### src/rtl/cla_ctrl_pkg.sv
// Shared definitions for the CLA accumulator controller: FSM state encoding and default counter width.
// Latency: n/a (types and constants only).
// Backpressure: n/a.
package cla_ctrl_pkg;

  localparam int CNT_W_DEF = 4;

  typedef enum logic [2:0] {
    IDLE = 3'd0,
    INIT = 3'd1,
    WAIT = 3'd2,
    ADD  = 3'd3,
    DONE = 3'd4
  } state_t;

endpackage

### src/rtl/cla_accum_ctrl_if.sv
// Bus between the accumulation controller and its datapath/requester.
// Latency: n/a (wiring only).
// Backpressure: in_ready/in_valid handshake on operands; start is accepted only while busy is low.
// Ports: job request (start, num_ops), operand handshake (in_valid, in_ready), carry-out (cout),
//        datapath enables (ld_op, ld_acc, clr_acc) and status (busy, done, overflow).
interface cla_accum_ctrl_if #(
  parameter int CNT_W = cla_ctrl_pkg::CNT_W_DEF
);
  logic             start;
  logic [CNT_W-1:0] num_ops;
  logic             in_valid;
  logic             cout;
  logic             in_ready;
  logic             ld_op;
  logic             ld_acc;
  logic             clr_acc;
  logic             busy;
  logic             done;
  logic             overflow;

  // Requester/datapath side.
  modport master (
    output start, num_ops, in_valid, cout,
    input  in_ready, ld_op, ld_acc, clr_acc, busy, done, overflow
  );

  // Controller side.
  modport slave (
    input  start, num_ops, in_valid, cout,
    output in_ready, ld_op, ld_acc, clr_acc, busy, done, overflow
  );
endinterface

### src/rtl/cla_accum_ctrl_op_down_counter.sv
// Remaining-operand down counter with zero/one flags for the accumulation FSM.
// Latency: load/dec take effect at the next rising edge; flags are combinational from the count.
// Backpressure: none; dec is ignored at zero so the count can never wrap.
// Ports: clk, clear (sync, active-high), load + load_val, dec, zero, one.
module op_down_counter #(
  parameter int W = 4
) (
  input  logic         clk,
  input  logic         clear,
  input  logic         load,
  input  logic [W-1:0] load_val,
  input  logic         dec,
  output logic         zero,
  output logic         one
);

  logic [W-1:0] cnt;

  always_ff @(posedge clk) begin
    if (clear) begin
      cnt <= '0;
    end else if (load) begin
      cnt <= load_val;
    end else if (dec && (cnt != '0)) begin
      cnt <= cnt - W'(1);
    end
  end

  assign zero = (cnt == '0);
  assign one  = (cnt == W'(1));

endmodule

### src/rtl/cla_accum_ctrl.sv
// Sequencing controller for a CLA accumulator: clears the accumulator, then loads and adds num_ops operands.
// Latency: start in cycle 0 -> done in cycle 2+2*num_ops; at most one operand per 2 cycles.
// Backpressure: waits in WAIT with in_ready=1 until in_valid; start ignored while busy.
// Ports: clk, clear (sync, active-high, highest priority), bus (slave side of cla_accum_ctrl_if).
module cla_accum_ctrl
  import cla_ctrl_pkg::*;
#(
  parameter int CNT_W = CNT_W_DEF
) (
  input logic             clk,
  input logic             clear,
  cla_accum_ctrl_if.slave bus
);

  state_t state, state_nxt;
  logic   ovf_q;
  logic   rem_zero, rem_one;
  logic   job_accept;

  assign job_accept = (state == IDLE) && bus.start;

  op_down_counter #(.W(CNT_W)) u_remaining (
    .clk      (clk),
    .clear    (clear),
    .load     (job_accept),
    .load_val (bus.num_ops),
    .dec      (state == ADD),
    .zero     (rem_zero),
    .one      (rem_one)
  );

  always_ff @(posedge clk) begin
    if (clear) begin
      state <= IDLE;
      ovf_q <= 1'b0;
    end else begin
      state <= state_nxt;
      // Cleared on the edge that enters INIT, so the flag already reads 0
      // throughout INIT while the previous job's value survives in IDLE.
      if (job_accept) begin
        ovf_q <= 1'b0;
      end else if (state == ADD) begin
        ovf_q <= ovf_q | bus.cout;
      end
    end
  end

  always_comb begin
    state_nxt    = state;
    bus.in_ready = 1'b0;
    bus.ld_op    = 1'b0;
    bus.ld_acc   = 1'b0;
    bus.clr_acc  = 1'b0;
    bus.busy     = (state != IDLE);
    bus.done     = 1'b0;
    bus.overflow = ovf_q;
    case (state)
      IDLE: begin
        if (bus.start) state_nxt = INIT;
      end
      INIT: begin
        bus.clr_acc = 1'b1;
        state_nxt   = rem_zero ? DONE : WAIT;
      end
      WAIT: begin
        bus.in_ready = 1'b1;
        bus.ld_op    = bus.in_valid;
        if (bus.in_valid) state_nxt = ADD;
      end
      ADD: begin
        bus.ld_acc = 1'b1;
        // Counter still holds the pre-decrement value here.
        state_nxt  = rem_one ? DONE : WAIT;
      end
      DONE: begin
        bus.done  = 1'b1;
        state_nxt = IDLE;
      end
      default: state_nxt = IDLE;
    endcase
  end

endmodule
### src/flat_wrapper.sv
// flat-port wrapper written by rule: the top's interface ports become plain ports
module cla_accum_ctrl_flat import cla_ctrl_pkg::*;
#(
  parameter int CNT_W = CNT_W_DEF
)
  (clk, clear, bus_start, bus_num_ops, bus_in_valid, bus_cout, bus_in_ready, bus_ld_op, bus_ld_acc, bus_clr_acc, bus_busy, bus_done, bus_overflow);
  cla_accum_ctrl_if #(.CNT_W(CNT_W)) bus_i ();
  input logic clk;
  input logic clear;
  input wire logic [$bits(bus_i.start)-1:0] bus_start;
  input wire logic [$bits(bus_i.num_ops)-1:0] bus_num_ops;
  input wire logic [$bits(bus_i.in_valid)-1:0] bus_in_valid;
  input wire logic [$bits(bus_i.cout)-1:0] bus_cout;
  output wire logic [$bits(bus_i.in_ready)-1:0] bus_in_ready;
  output wire logic [$bits(bus_i.ld_op)-1:0] bus_ld_op;
  output wire logic [$bits(bus_i.ld_acc)-1:0] bus_ld_acc;
  output wire logic [$bits(bus_i.clr_acc)-1:0] bus_clr_acc;
  output wire logic [$bits(bus_i.busy)-1:0] bus_busy;
  output wire logic [$bits(bus_i.done)-1:0] bus_done;
  output wire logic [$bits(bus_i.overflow)-1:0] bus_overflow;
  assign bus_i.start = bus_start;
  assign bus_i.num_ops = bus_num_ops;
  assign bus_i.in_valid = bus_in_valid;
  assign bus_i.cout = bus_cout;
  assign bus_in_ready = bus_i.in_ready;
  assign bus_ld_op = bus_i.ld_op;
  assign bus_ld_acc = bus_i.ld_acc;
  assign bus_clr_acc = bus_i.clr_acc;
  assign bus_busy = bus_i.busy;
  assign bus_done = bus_i.done;
  assign bus_overflow = bus_i.overflow;
  cla_accum_ctrl #(.CNT_W(CNT_W)) u_core (.clk(clk), .clear(clear), .bus(bus_i));
endmodule
### config.mk
export PLATFORM = sky130hd
export DESIGN_NAME = cla_accum_ctrl_flat
export DESIGN_NICKNAME = d
export VERILOG_FILES = /design/src/rtl/cla_ctrl_pkg.sv /design/src/rtl/cla_accum_ctrl_if.sv /design/src/rtl/cla_accum_ctrl_op_down_counter.sv /design/src/rtl/cla_accum_ctrl.sv /design/src/flat_wrapper.sv
export SDC_FILE = /design/constraint.sdc
export NUM_CORES = 1
export LEC_CHECK = 0
export BUFFER_PORTS_ARGS = -buffer_cell sky130_fd_sc_hd__buf_2
export CAP_MARGIN = 20
export CELL_PAD_IN_SITES_DETAIL_PLACEMENT = 0
export CELL_PAD_IN_SITES_GLOBAL_PLACEMENT = 1
export CORE_ASPECT_RATIO = 1.4
export CORE_MARGIN = 3
export CORE_UTILIZATION = 25
export CTS_BUF_LIST = sky130_fd_sc_hd__clkbuf_8
export CTS_CLUSTER_DIAMETER = 120
export DETAILED_ROUTE_END_ITERATION = 10
export GPL_TIMING_DRIVEN = 0
export PLACE_DENSITY = 0.56
export REMOVE_ABC_BUFFERS = 1
export SLEW_MARGIN = 10
export SYNTH_ARGS = -nofsm -noshare
export SYNTH_HDL_FRONTEND = slang
export SYNTH_HIERARCHICAL = 1
export SYNTH_SLANG_ARGS = --single-unit
### constraint.sdc
create_clock -name clk -period 4.13 [get_ports clk]
set_input_delay 0.826 -clock clk [delete_from_list [all_inputs] [get_ports clk]]
set_output_delay 0.826 -clock clk [all_outputs]
set_load 0.03 [all_outputs]
==> run_summary.xml, run 1 <==
<?xml version="1.0" encoding="UTF-8"?>
<metrics>
  <group name="status">
    <metric name="run_status" unit="">finished clean</metric>
  </group>
  <group name="power_and_ir_drop">
    <metric name="power.density_cell_area" unit="nW/um^2">395.1</metric>
    <metric name="vdd.ir_drop.worst" unit="uV">177.7</metric>
    <metric name="internal-power" unit="mW">0.1820</metric>
    <metric name="power_frac_seq" unit="">0.374</metric>
    <metric name="power.switching" unit="mW">0.08243</metric>
    <metric name="power.share.switching" unit="">0.3117</metric>
    <metric name="power_frac_comb" unit="">0.280</metric>
    <metric name="clock_power_share" unit="">0.346</metric>
    <metric name="finalPower" unit="mW">0.2645</metric>
    <metric name="leakage_power_summed_over_all_cells" unit="nW">0.2975</metric>
  </group>
  <group name="worst_setup_path">
    <metric name="path_buf_inv" unit="">2</metric>
    <metric name="timing.reg2reg.worst_path_depth" unit="">5</metric>
    <metric name="r2r-start" unit="">u_core/u_remaining/cnt[1]</metric>
    <metric name="worst_setup_path_start_kind" unit="">primary input</metric>
    <metric name="critical_path.max_stage_delay" unit="ns">0.28</metric>
    <metric name="cp.arrival" unit="ns">1.43</metric>
    <metric name="timing.critical_path.max_delay_family" unit="">buffers and inverters</metric>
    <metric name="criticalPathCategory" unit="">primary input to output port</metric>
    <metric name="endpoint" unit="">bus_ld_op</metric>
    <metric name="worstPathCellList" unit="">buf_2, nor4bb_4, buf_2</metric>
    <metric name="critPathCaptureType" unit="">output port</metric>
    <metric name="worst_reg_to_reg_setup_slack" unit="ns">2.43</metric>
    <metric name="r2r-end" unit="">u_core/u_remaining/cnt[0]</metric>
    <metric name="timing.critical_path.fanout_max" unit="">2</metric>
    <metric name="worstSetupPathDepth" unit="">3</metric>
    <metric name="cp.required" unit="ns">3.30</metric>
    <metric name="startpoint" unit="">bus_in_valid</metric>
    <metric name="timing.critical_path.slowest_stage_cell" unit="">sky130_fd_sc_hd__nor4bb_4</metric>
    <metric name="cp_common_cell" unit="">sky130_fd_sc_hd__buf_2</metric>
  </group>
  <group name="sta">
    <metric name="timing.final.hold_violations" unit="">0</metric>
    <metric name="grt_setup_unrepaired" unit="">false</metric>
    <metric name="max_slew.worst_pin.slew" unit="ns">0.4520</metric>
    <metric name="drv_slew" unit="">0</metric>
    <metric name="worst_hold_check_slack" unit="ns">0.4561</metric>
    <metric name="finalCriticalPeriod" unit="ns">2.252</metric>
    <metric name="timing.final.setup_violations" unit="">0</metric>
    <metric name="timing.setup.tns" unit="ns">0</metric>
    <metric name="finalClockSkew" unit="ns">0.0005262</metric>
    <metric name="final_min_period_over_clock_period" unit="">0.5453</metric>
    <metric name="setup_slack" unit="ns">1.878</metric>
    <metric name="worst_slew_margin_relative_to_its_limit" unit="">0.6974</metric>
    <metric name="fmax" unit="GHz">0.4440</metric>
  </group>
  <group name="clock_network">
    <metric name="clk_pin_slew" unit="ns">0.04</metric>
    <metric name="ctsResizeCount" unit="">0</metric>
    <metric name="clock-root-buffer" unit="">sky130_fd_sc_hd__clkbuf_8</metric>
    <metric name="clockBufferDepth" unit="">2</metric>
    <metric name="h-tree-depth" unit="">1</metric>
    <metric name="worstSkewPairLatency" unit="ns">0.22</metric>
    <metric name="holdBufCountCts" unit="">0</metric>
    <metric name="cts_tree" unit="">built</metric>
    <metric name="cts_sinks" unit="">8</metric>
    <metric name="post-cts-setup-buffers" unit="">0</metric>
    <metric name="cts_buffers" unit="">3</metric>
  </group>
  <group name="cells_and_area">
    <metric name="layout.core_utilization" unit="">0.3313</metric>
    <metric name="drive_gt1_frac" unit="">0.3571</metric>
    <metric name="final_cell_area" unit="sq um">669.4</metric>
    <metric name="n_antenna_cell" unit="">0</metric>
    <metric name="final-instance-count-excl-fill" unit="">91</metric>
    <metric name="nets" unit="">83</metric>
    <metric name="syn_to_final_growth" unit="%">21.87</metric>
  </group>
  <group name="logic_synthesis">
    <metric name="post_synth_inst_count" unit="">54</metric>
    <metric name="synth_xor_xnor_area_share" unit="">0</metric>
    <metric name="syn-cell-area" unit="sq um">549.3</metric>
    <metric name="area_fraction_in_compound_gates_after_synthesis" unit="">0.1777</metric>
    <metric name="synthesis.area_per_instance" unit="sq um">10.17</metric>
    <metric name="yosys.area_share.simple" unit="">0.3645</metric>
    <metric name="synthMuxAreaShare" unit="">0.04556</metric>
    <metric name="number_of_distinct_library_cell_variants_in_the_gate_level_netlist_after_synthesis" unit="">27</metric>
    <metric name="adder_cell_share_of_the_synthesized_area" unit="">0.04556</metric>
    <metric name="synth.yosys.seq_area_share" unit="">0.2916</metric>
    <metric name="synthesis.yosys.warnings" unit="">6</metric>
    <metric name="synth_top_family_by_area" unit="">simple AND/OR/NAND/NOR gates</metric>
    <metric name="yosys_register_bits" unit="">8</metric>
  </group>
  <group name="die">
    <metric name="core" unit="sq um">2021</metric>
    <metric name="die_h" unit="microns">61.46</metric>
    <metric name="floorplan.die_area" unit="sq um">2804</metric>
    <metric name="pin_count" unit="">16</metric>
    <metric name="effective_utilization_at_floorplan" unit="">0.2718</metric>
    <metric name="die-width" unit="microns">45.62</metric>
    <metric name="std_cell_rows" unit="">19</metric>
  </group>
  <group name="placed_design">
    <metric name="global_placement_routability_congestion" unit="">0.7194</metric>
    <metric name="dp_hpwl" unit="microns">837.9</metric>
    <metric name="buffer_ports.inserted" unit="">15</metric>
    <metric name="place.detailed.instances" unit="">88</metric>
    <metric name="placed_cell_area" unit="sq um">628.1</metric>
    <metric name="pre_cts_ws" unit="ns">1.875</metric>
  </group>
  <group name="routing">
    <metric name="dr.first_iter.drc_count" unit="">3</metric>
    <metric name="vias" unit="">449</metric>
    <metric name="number_of_optimization_iterations_in_the_first_detailed_route_pass" unit="">2</metric>
    <metric name="route.detailed.wl_per_inst" unit="microns">12.74</metric>
    <metric name="routed_wirelength" unit="microns">1159</metric>
    <metric name="remaining_drc_errors" unit="">0</metric>
    <metric name="detail-route-antenna-nets" unit="">0</metric>
    <metric name="via_per_inst" unit="">4.934</metric>
  </group>
  <group name="grt">
    <metric name="first_global_vias" unit="">390</metric>
    <metric name="grt_max_degree" unit="">12</metric>
    <metric name="grt_pass1_wl" unit="microns">1842</metric>
    <metric name="grt.total_usage" unit="">0.09853</metric>
    <metric name="global_route.overflow_total" unit="">0</metric>
    <metric name="antenna_found_initial" unit="">0</metric>
  </group>
  <group name="job">
    <metric name="drv_cap" unit="">0</metric>
  </group>
  <group name="worst_hold_path">
    <metric name="holdCritPathClass" unit="">flop to flop</metric>
  </group>
</metrics>
## sequential cells by signal, indices dropped and copies added, names as in the netlist
signal	cells
u_core/u_remaining/cnt	4
u_core/state	3
u_core/bus.overflow	1
## placed cells by master (no fill, tap or decap), drive strengths merged
cell type and n:
nor2b 1, inv 5, dfxtp 8, nor2 6
nor3b 4, a2111oi 1, mux2 1, a211oi 2
and3 1, clkbuf 3, o21ba 1, a311o 1
o211a 1, or3b 1, nor4bb 1, nand4b 2
buf 15, or3 1, mux2i 1, nor4b 2
nand3 2, nand2 3, a21o 1, ha 2
a311oi 2, and3b 1, nor3 1
## layer usage
metal	global-route usage	up-vias	routed length, microns
met2	0.1477	12	563
met3	0.03509	2	75
met4	0.07531	0	11
li1	-	234	-
met5	0	-	0
met1	0.1117	201	508
## cell type report
type / instances / area (sq um)
Clock buffer: 3 / 41.29
Fill cell: 213 / 1351
Inverter: 5 / 18.77
Multi-Input combinational cell: 39 / 347.8
Sequential cell: 8 / 160.2
Tap cell: 21 / 26.28
Timing Repair Buffer: 15 / 75.07
## logic make-up (layout without fill, tap and decap cells)
group	count (synthesis)	in the layout
adders and majority gates	2	2
buffers and inverters	7	23
muxes	2	2
AOI/OAI and AO/OA	9	9
and+or+nand+nor	26	26
DFF	8	8
## worst min-delay path by stage
stage	startpoint	endpoint	slack, ns	cells after the start
5_1_grt	u_core/bus.overflow	u_core/bus.overflow	0.50	2
2_1_floorplan	u_core/u_remaining/cnt[2]	u_core/u_remaining/cnt[2]	0.50	2
3_5_place_dp	u_core/bus.overflow	u_core/bus.overflow	0.45	2
6_report	u_core/bus.overflow	u_core/bus.overflow	0.46	2
4_1_cts	u_core/bus.overflow	u_core/bus.overflow	0.46	2
3_3_place_gp	u_core/bus.overflow	u_core/bus.overflow	0.44	2
## cells in the mapped netlist
cell,number,area share
sky130_fd_sc_hd__a211oi_1,2,0.027
sky130_fd_sc_hd__nor2b_1,1,0.011
sky130_fd_sc_hd__mux2i_1,1,0.018
sky130_fd_sc_hd__dfxtp_1,8,0.29
sky130_fd_sc_hd__nand4b_1,2,0.032
sky130_fd_sc_hd__a311oi_1,2,0.032
sky130_fd_sc_hd__a311o_1,1,0.018
sky130_fd_sc_hd__mux2_4,1,0.027
sky130_fd_sc_hd__nor3_1,1,0.0091
sky130_fd_sc_hd__nor4bb_4,1,0.046
sky130_fd_sc_hd__nor4b_4,1,0.043
sky130_fd_sc_hd__nor2_1,6,0.041
sky130_fd_sc_hd__and3b_2,1,0.018
sky130_fd_sc_hd__and3_1,1,0.011
sky130_fd_sc_hd__buf_6,2,0.041
sky130_fd_sc_hd__o211a_1,1,0.018
sky130_fd_sc_hd__or3_1,1,0.011
sky130_fd_sc_hd__inv_1,5,0.034
sky130_fd_sc_hd__nand3_1,2,0.018
sky130_fd_sc_hd__nor4b_2,1,0.027
sky130_fd_sc_hd__or3b_4,1,0.020
sky130_fd_sc_hd__nand2_1,3,0.020
sky130_fd_sc_hd__a21o_1,1,0.014
sky130_fd_sc_hd__ha_1,2,0.046
sky130_fd_sc_hd__a2111oi_4,1,0.050
sky130_fd_sc_hd__o21ba_1,1,0.018
sky130_fd_sc_hd__nor3b_1,4,0.055
## worst reg2reg max path, stage by stage, from the launching register on
cell,delay [ns]
sky130_fd_sc_hd__dfxtp_1,0.32
sky130_fd_sc_hd__inv_1,0.13
sky130_fd_sc_hd__ha_1,0.24
sky130_fd_sc_hd__or3b_4,0.44
sky130_fd_sc_hd__a21o_1,0.19
sky130_fd_sc_hd__a311oi_1,0.27
## power by group through the flow
stage	combinational, mW	sequential [mW]	clock [mW]
finish	0.0740	0.0990	0.0914
global placement	0.0745	0.100	0
floorplan	0.0573	0.0973	0
detailed placement	0.0744	0.100	0
global route	0.0807	0.101	0.102
CTS	0.0753	0.0991	0.0958
Note: power is estimated with default switching activity, not from simulation.
==> run 2: changes to the inputs <==
Settings changed: PLACE_DENSITY 0.56 to 0.58.
Clock period 4.13 ns to 1.8 ns, I/O delays scaled along.
==> run_summary.xml, run 2 (synthesis gave the netlist of run 1 again) <==
<?xml version="1.0" encoding="UTF-8"?>
<metrics>
  <group name="status">
    <metric name="run_status" unit="">finished clean</metric>
  </group>
  <group name="routing">
    <metric name="routed_wirelength" unit="microns">1128</metric>
    <metric name="remaining_drc_errors" unit="">0</metric>
    <metric name="route.detailed.wl_per_inst" unit="microns">12.40</metric>
    <metric name="via_per_inst" unit="">4.879</metric>
    <metric name="detail-route-antenna-nets" unit="">0</metric>
    <metric name="vias" unit="">444</metric>
    <metric name="dr.first_iter.drc_count" unit="">5</metric>
    <metric name="number_of_optimization_iterations_in_the_first_detailed_route_pass" unit="">3</metric>
  </group>
  <group name="cells_and_area">
    <metric name="n_antenna_cell" unit="">0</metric>
    <metric name="largest_reg_flops" unit="">4</metric>
    <metric name="nets" unit="">83</metric>
    <metric name="registers.top_by_ff_count" unit="">u_core/u_remaining/cnt</metric>
    <metric name="final_cell_area" unit="sq um">674.4</metric>
    <metric name="drive_gt1_frac" unit="">0.4000</metric>
    <metric name="syn_to_final_growth" unit="%">22.78</metric>
    <metric name="final_cell_mix" unit="">15 x sky130_fd_sc_hd__buf_2, 6 x sky130_fd_sc_hd__nor2_1, 6 x sky130_fd_sc_hd__dfxtp_1</metric>
    <metric name="most_common_cell_after_layout_fill_and_taps_aside" unit="">sky130_fd_sc_hd__buf_2</metric>
  </group>
  <group name="grt">
    <metric name="grt.total_usage" unit="">0.09513</metric>
    <metric name="antenna_found_initial" unit="">0</metric>
    <metric name="first_global_vias" unit="">429</metric>
    <metric name="global_route.overflow_total" unit="">0</metric>
    <metric name="grt_max_degree" unit="">12</metric>
    <metric name="grt_pass1_wl" unit="microns">1938</metric>
  </group>
  <group name="die">
    <metric name="effective_utilization_at_floorplan" unit="">0.2718</metric>
    <metric name="die_h" unit="microns">61.46</metric>
    <metric name="die-width" unit="microns">45.62</metric>
    <metric name="core" unit="sq um">2021</metric>
    <metric name="floorplan.die_area" unit="sq um">2804</metric>
    <metric name="std_cell_rows" unit="">19</metric>
    <metric name="pin_count" unit="">16</metric>
  </group>
  <group name="worst_setup_path">
    <metric name="worst_setup_path_start_kind" unit="">flop</metric>
    <metric name="cp.arrival" unit="ns">1.32</metric>
    <metric name="timing.critical_path.slowest_stage_cell" unit="">sky130_fd_sc_hd__dfxtp_1</metric>
    <metric name="timing.critical_path.fanout_max" unit="">9</metric>
    <metric name="worst_reg_to_reg_setup_slack" unit="ns">0.14</metric>
    <metric name="r2r-start" unit="">u_core/u_remaining/cnt[1]</metric>
    <metric name="timing.reg2reg.worst_path_depth" unit="">5</metric>
    <metric name="cp.required" unit="ns">1.44</metric>
    <metric name="worstPathCellList" unit="">and3b_2, buf_2</metric>
    <metric name="criticalPathCategory" unit="">flop to output port</metric>
    <metric name="critPathCaptureType" unit="">output port</metric>
    <metric name="critical_path.max_stage_delay" unit="ns">0.56</metric>
    <metric name="r2r-end" unit="">u_core/u_remaining/cnt[1]</metric>
  </group>
  <group name="sta">
    <metric name="fmax" unit="GHz">0.5967</metric>
    <metric name="timing.final.hold_violations" unit="">0</metric>
    <metric name="finalCriticalPeriod" unit="ns">1.676</metric>
    <metric name="drv_slew" unit="">0</metric>
    <metric name="timing.final.setup_violations" unit="">0</metric>
    <metric name="grt_setup_unrepaired" unit="">false</metric>
    <metric name="timing.setup.tns" unit="ns">0</metric>
    <metric name="final_min_period_over_clock_period" unit="">0.9311</metric>
    <metric name="worst_slew_margin_relative_to_its_limit" unit="">0.7054</metric>
    <metric name="max_slew.worst_pin.slew" unit="ns">0.4401</metric>
    <metric name="finalClockSkew" unit="ns">0.006605</metric>
  </group>
  <group name="clock_network">
    <metric name="clockBufferDepth" unit="">2</metric>
    <metric name="cts_sinks" unit="">8</metric>
    <metric name="cts_buffers" unit="">3</metric>
    <metric name="cts_tree" unit="">built</metric>
    <metric name="h-tree-depth" unit="">1</metric>
    <metric name="clk_pin_slew" unit="ns">0.04</metric>
    <metric name="clock-root-buffer" unit="">sky130_fd_sc_hd__clkbuf_8</metric>
    <metric name="worstSkewPairLatency" unit="ns">0.23</metric>
    <metric name="holdBufCountCts" unit="">0</metric>
    <metric name="post-cts-setup-buffers" unit="">0</metric>
    <metric name="ctsResizeCount" unit="">0</metric>
  </group>
  <group name="power_and_ir_drop">
    <metric name="power.density_cell_area" unit="nW/um^2">904.1</metric>
    <metric name="power.switching" unit="mW">0.1894</metric>
    <metric name="internal-power" unit="mW">0.4203</metric>
    <metric name="leakage_power_summed_over_all_cells" unit="nW">0.2971</metric>
    <metric name="clock_power_share" unit="">0.345</metric>
    <metric name="power.share.switching" unit="">0.3107</metric>
    <metric name="vdd.ir_drop.worst" unit="uV">433.3</metric>
    <metric name="power_frac_comb" unit="">0.280</metric>
    <metric name="power_frac_seq" unit="">0.375</metric>
  </group>
  <group name="placed_design">
    <metric name="dp_hpwl" unit="microns">807.7</metric>
    <metric name="placed_cell_area" unit="sq um">628.1</metric>
    <metric name="buffer_ports.inserted" unit="">15</metric>
    <metric name="global_placement_routability_congestion" unit="">0.7385</metric>
  </group>
  <group name="worst_hold_path">
    <metric name="holdCritPathClass" unit="">primary input to flop</metric>
    <metric name="hold_end" unit="">u_core/u_remaining/cnt[0]</metric>
    <metric name="holdPathStages" unit="">3</metric>
    <metric name="holdCritStartpoint" unit="">bus_num_ops[0]</metric>
  </group>
  <group name="job">
    <metric name="drv_cap" unit="">0</metric>
  </group>
</metrics>
run 2: cell types whose count changed in the layout (fill, tap and decap cells not counted):
cell,previous run,this run
sky130_fd_sc_hd__dfxtp_2,0,2
sky130_fd_sc_hd__dfxtp_1,8,6
sky130_fd_sc_hd__ha_2,0,1
sky130_fd_sc_hd__ha_1,2,1
run 2: stage by stage:
| stage | hold WS [ns] | std cells | power [mW] | utilization | setup slack, ns |
|---|---|---|---|---|---|
| after global placement | 0.4427 | 88 | 0.4018 | 0.3108 | 0.1168 |
| after floorplan | 0.4321 | 52 | 0.3547 | - | 0.1456 |
| final | 0.4087 | 91 | 0.6097 | 0.3337 | 0.1240 |
| after detailed placement | 0.4511 | 88 | 0.4004 | 0.3108 | 0.1269 |
| after global routing | 0.4313 | 91 | 0.6484 | 0.3337 | 0.006289 |
| after CTS | 0.4082 | 91 | 0.6164 | 0.3313 | 0.01566 |
run 2: metal layers:
metal	global-route usage	part of all wire
met5	0	0
met4	0.05021	0.0053
met3	0.01754	0.060
met2	0.1437	0.48
met1	0.1261	0.45
run 2: area by class of cell:
class                           instances  area [sq um]
Clock buffer                            3         41.29
Multi-Input combinational cell         39         350.3
Timing Repair Buffer                   15         75.07
Fill cell                             204          1346
Inverter                                5         18.77
Sequential cell                         8         162.7
Tap cell                               21         26.28
run 2: how the worst max path moves through the flow:
stage,to,startpoint
after floorplan,bus_clr_acc,u_core/state[0]
after CTS,bus_ld_acc,u_core/state[0]
final,bus_ld_acc,u_core/state[2]
after global placement,u_core/u_remaining/cnt[1],u_core/u_remaining/cnt[1]
after detailed placement,u_core/u_remaining/cnt[3],u_core/state[0]
after global routing,u_core/u_remaining/cnt[0],u_core/u_remaining/cnt[1]
run 2: power groups by stage:
stage | combinational, mW | sequential [mW] | clock, mW
3_5_place_dp | 0.171 | 0.229 | 0
5_1_grt | 0.191 | 0.234 | 0.224
6_report | 0.171 | 0.228 | 0.211
3_3_place_gp | 0.172 | 0.230 | 0
4_1_cts | 0.172 | 0.226 | 0.218
2_1_floorplan | 0.131 | 0.223 | 0
run 2: critical path: cells and delay by family (launching register included):
family / cells / cell delay [ns]
and+or+nand+nor: 1 / 0.33
buffers and inverters: 1 / 0.20
DFF: 1 / 0.56
==> run 3: changes to the inputs <==
Settings changed: ABC_AREA from default to 1, PLACE_DENSITY 0.58 to 0.68.
Clock period 1.8 ns to 1.7 ns, I/O delays scaled along.
==> run_summary.xml, run 3 <==
<?xml version="1.0" encoding="UTF-8"?>
<metrics>
  <group name="grt">
    <metric name="grt_pass1_wl" unit="microns">1966</metric>
    <metric name="grt.total_usage" unit="">0.1029</metric>
    <metric name="global_route.overflow_total" unit="">0</metric>
    <metric name="antenna_found_initial" unit="">0</metric>
    <metric name="grt_max_degree" unit="">8</metric>
    <metric name="first_global_vias" unit="">514</metric>
  </group>
  <group name="cells_and_area">
    <metric name="syn_to_final_growth" unit="%">28.78</metric>
    <metric name="layout.filler_cells" unit="">214</metric>
    <metric name="most_common_cell_after_layout_fill_and_taps_aside" unit="">sky130_fd_sc_hd__inv_1</metric>
    <metric name="largest_reg_flops" unit="">4</metric>
    <metric name="registers.top_by_ff_count" unit="">u_core/u_remaining/cnt</metric>
    <metric name="drive_gt1_frac" unit="">0.2900</metric>
    <metric name="final_cell_mix" unit="">16 x sky130_fd_sc_hd__inv_1, 15 x sky130_fd_sc_hd__buf_2, 15 x sky130_fd_sc_hd__nand2_1</metric>
    <metric name="final_cell_area" unit="sq um">660.6</metric>
    <metric name="nets" unit="">113</metric>
    <metric name="n_antenna_cell" unit="">0</metric>
  </group>
  <group name="routing">
    <metric name="routed_wirelength" unit="microns">1186</metric>
    <metric name="number_of_optimization_iterations_in_the_first_detailed_route_pass" unit="">4</metric>
    <metric name="dr.first_iter.drc_count" unit="">12</metric>
    <metric name="remaining_drc_errors" unit="">0</metric>
    <metric name="route.detailed.wl_per_inst" unit="microns">9.883</metric>
    <metric name="via_per_inst" unit="">4.708</metric>
    <metric name="detail-route-antenna-nets" unit="">0</metric>
    <metric name="vias" unit="">565</metric>
  </group>
  <group name="clock_network">
    <metric name="holdBufCountCts" unit="">0</metric>
    <metric name="cts_tree" unit="">built</metric>
    <metric name="clk_pin_slew" unit="ns">0.04</metric>
    <metric name="worstSkewPairLatency" unit="ns">0.22</metric>
    <metric name="clock-root-buffer" unit="">sky130_fd_sc_hd__clkbuf_8</metric>
    <metric name="cts_buffers" unit="">3</metric>
    <metric name="clockBufferDepth" unit="">2</metric>
    <metric name="h-tree-depth" unit="">1</metric>
    <metric name="cts_sinks" unit="">8</metric>
  </group>
  <group name="power_and_ir_drop">
    <metric name="leakage_power_summed_over_all_cells" unit="nW">0.3613</metric>
    <metric name="clock_power_share" unit="">0.318</metric>
    <metric name="power.switching" unit="mW">0.2494</metric>
    <metric name="power_frac_comb" unit="">0.335</metric>
    <metric name="power.share.switching" unit="">0.3575</metric>
    <metric name="power_frac_seq" unit="">0.347</metric>
    <metric name="power.density_cell_area" unit="nW/um^2">1056</metric>
    <metric name="vdd.ir_drop.worst" unit="uV">367.2</metric>
    <metric name="internal-power" unit="mW">0.4482</metric>
    <metric name="finalPower" unit="mW">0.6977</metric>
  </group>
  <group name="sta">
    <metric name="max_slew.worst_pin.slew" unit="ns">0.2649</metric>
    <metric name="timing.setup.tns" unit="ns">0</metric>
    <metric name="setup_slack" unit="ns">0.1384</metric>
    <metric name="grt_setup_unrepaired" unit="">false</metric>
    <metric name="worst_slew_margin_relative_to_its_limit" unit="">0.8232</metric>
    <metric name="timing.final.hold_violations" unit="">0</metric>
    <metric name="drv_slew" unit="">0</metric>
    <metric name="final_min_period_over_clock_period" unit="">0.9186</metric>
    <metric name="finalCriticalPeriod" unit="ns">1.562</metric>
    <metric name="finalClockSkew" unit="ns">0.002785</metric>
    <metric name="fmax" unit="GHz">0.6404</metric>
    <metric name="timing.final.setup_violations" unit="">0</metric>
  </group>
  <group name="worst_setup_path">
    <metric name="cp.required" unit="ns">1.36</metric>
    <metric name="timing.critical_path.fanout_max" unit="">7</metric>
    <metric name="cp.arrival" unit="ns">1.22</metric>
    <metric name="critPathCaptureType" unit="">output port</metric>
    <metric name="criticalPathCategory" unit="">flop to output port</metric>
    <metric name="worst_setup_path_start_kind" unit="">flop</metric>
  </group>
  <group name="die">
    <metric name="floorplan.die_area" unit="sq um">2639</metric>
    <metric name="core" unit="sq um">1847</metric>
    <metric name="die_h" unit="microns">59.60</metric>
    <metric name="effective_utilization_at_floorplan" unit="">0.2778</metric>
    <metric name="std_cell_rows" unit="">18</metric>
    <metric name="die-width" unit="microns">44.29</metric>
    <metric name="pin_count" unit="">16</metric>
  </group>
  <group name="logic_synthesis">
    <metric name="dominantRegCellSynth" unit="">sky130_fd_sc_hd__dfxtp_1</metric>
    <metric name="post_synth_inst_count" unit="">82</metric>
    <metric name="cell_with_the_most_instances_after_synthesis" unit="">sky130_fd_sc_hd__inv_1</metric>
    <metric name="synthArstFlopShare" unit="">0</metric>
    <metric name="synth-edff-count" unit="">0</metric>
    <metric name="synthesis.yosys.warnings" unit="">6</metric>
    <metric name="syn-cell-area" unit="sq um">513.0</metric>
    <metric name="synth_top_area_cell" unit="">sky130_fd_sc_hd__dfxtp_1</metric>
    <metric name="synth_top_area_frac" unit="">0.3122</metric>
    <metric name="synth.yosys.seq_area_share" unit="">0.3122</metric>
    <metric name="post_synth_main_area_contributors" unit="">sky130_fd_sc_hd__dfxtp_1 31%, sky130_fd_sc_hd__inv_1 12%, sky130_fd_sc_hd__nand2_1 11%, sky130_fd_sc_hd__nand3_1 6.8%, sky130_fd_sc_hd__a21oi_1 5.9%</metric>
    <metric name="synth.top_cells.by_count" unit="">16 x sky130_fd_sc_hd__inv_1, 15 x sky130_fd_sc_hd__nand2_1, 8 x sky130_fd_sc_hd__dfxtp_1</metric>
    <metric name="yosys_register_bits" unit="">8</metric>
    <metric name="synthesis.area_per_instance" unit="sq um">6.256</metric>
    <metric name="number_of_distinct_library_cell_variants_in_the_gate_level_netlist_after_synthesis" unit="">17</metric>
  </group>
  <group name="placed_design">
    <metric name="placed_cell_area" unit="sq um">613.1</metric>
    <metric name="buffer_ports.inserted" unit="">15</metric>
    <metric name="dp_hpwl" unit="microns">934.4</metric>
    <metric name="pre_cts_ws" unit="ns">0.1614</metric>
    <metric name="global_placement_routability_congestion" unit="">0.8072</metric>
  </group>
  <group name="worst_hold_path">
    <metric name="holdCritPathClass" unit="">primary input to flop</metric>
  </group>
  <group name="status">
    <metric name="run_status" unit="">finished clean</metric>
  </group>
  <group name="job">
    <metric name="drv_cap" unit="">0</metric>
  </group>
</metrics>
run 3: cell types whose count changed after synthesis, moves of 4 or more:
cell / before / now
sky130_fd_sc_hd__inv_2: 0 / 4
sky130_fd_sc_hd__a21oi_1: 0 / 6
sky130_fd_sc_hd__nand4_1: 0 / 4
sky130_fd_sc_hd__o21ai_0: 0 / 4
sky130_fd_sc_hd__nand3_1: 2 / 7
sky130_fd_sc_hd__nand2_1: 3 / 15
sky130_fd_sc_hd__nor3b_1: 4 / 0
sky130_fd_sc_hd__inv_1: 5 / 16
run 3: logic make-up (layout without fill, tap and decap cells):
logic type                 after synthesis  in the layout  synth area share
buffers and inverters                   21             39            0.1536
xor gates and xnor gates                 1              1           0.01708
DFF                                      8              8            0.3122
AOI/OAI and AO/OA                       11             11            0.1073
adders and majority gates                2              2           0.04877
and+or+nand+nor                         39             39            0.3609
run 3: timing repair:
| item | CTS | global route |
|---|---|---|
| setup buffers | 0 | 0 |
| endpoints found under the setup margin | 1 | 1 |
| resized for setup | 1 | 1 |
| endpoints found under the hold margin | 0 | 0 |
run 3: per-layer routing:
metal  vias to the layer above  global-route usage  wire length, microns
li1                        298                   -                     -
met1                       249              0.1005                   510
met2                        16              0.1792                   586
met3                         2             0.01824                    62
met4                         0             0.09052                    27
met5                         -                   0                     0
run 3: critical path, cell delays in order (launching register included):
cell                      delay [ns]
sky130_fd_sc_hd__dfxtp_1        0.46
sky130_fd_sc_hd__inv_2          0.08
sky130_fd_sc_hd__nor3_2         0.21
sky130_fd_sc_hd__buf_2          0.25
run 3: final cells by class:
class                   instances  area, sq um  share of cell area
inverters                      21        78.83              0.1193
flip-flops and latches          8        161.4              0.2443
repair buffers                 15        75.07              0.1136
clock buffers                   3        41.29             0.06250
multi-input cells              53        279.0              0.4223
well taps                      20        25.02             0.03788
run 3: worst paths after layout:
| path | cells after the start | end | slack [ns] | start |
|---|---|---|---|---|
| setup / recovery | 3 | bus_ld_acc | 0.14 | u_core/state[0] |
| hold / removal | 2 | u_core/state[1] | 0.37 | clear |
| setup reg to reg | 8 | u_core/u_remaining/cnt[2] | 0.23 | u_core/state[2] |
| hold reg to reg | 4 | u_core/bus.overflow | 0.49 | u_core/bus.overflow |
run 3: power by group through the flow:
stage	combinational (mW)	sequential (mW)	clock, mW
finish	0.233	0.242	0.222
global route	0.264	0.246	0.242
CTS	0.235	0.241	0.233
detailed placement	0.233	0.244	0
global placement	0.233	0.244	0
floorplan	0.179	0.238	0
run 3: per-stage QoR:
stage          hold slack (ns)  utilization  instances
5_1_grt                 0.3743       0.3577        120
3_5_place_dp            0.4885       0.3320        117
3_3_place_gp            0.4863       0.3320        117
4_1_cts                 0.3753       0.3570        120
2_1_floorplan           0.4091            -         82
6_report                0.3664       0.3577        120
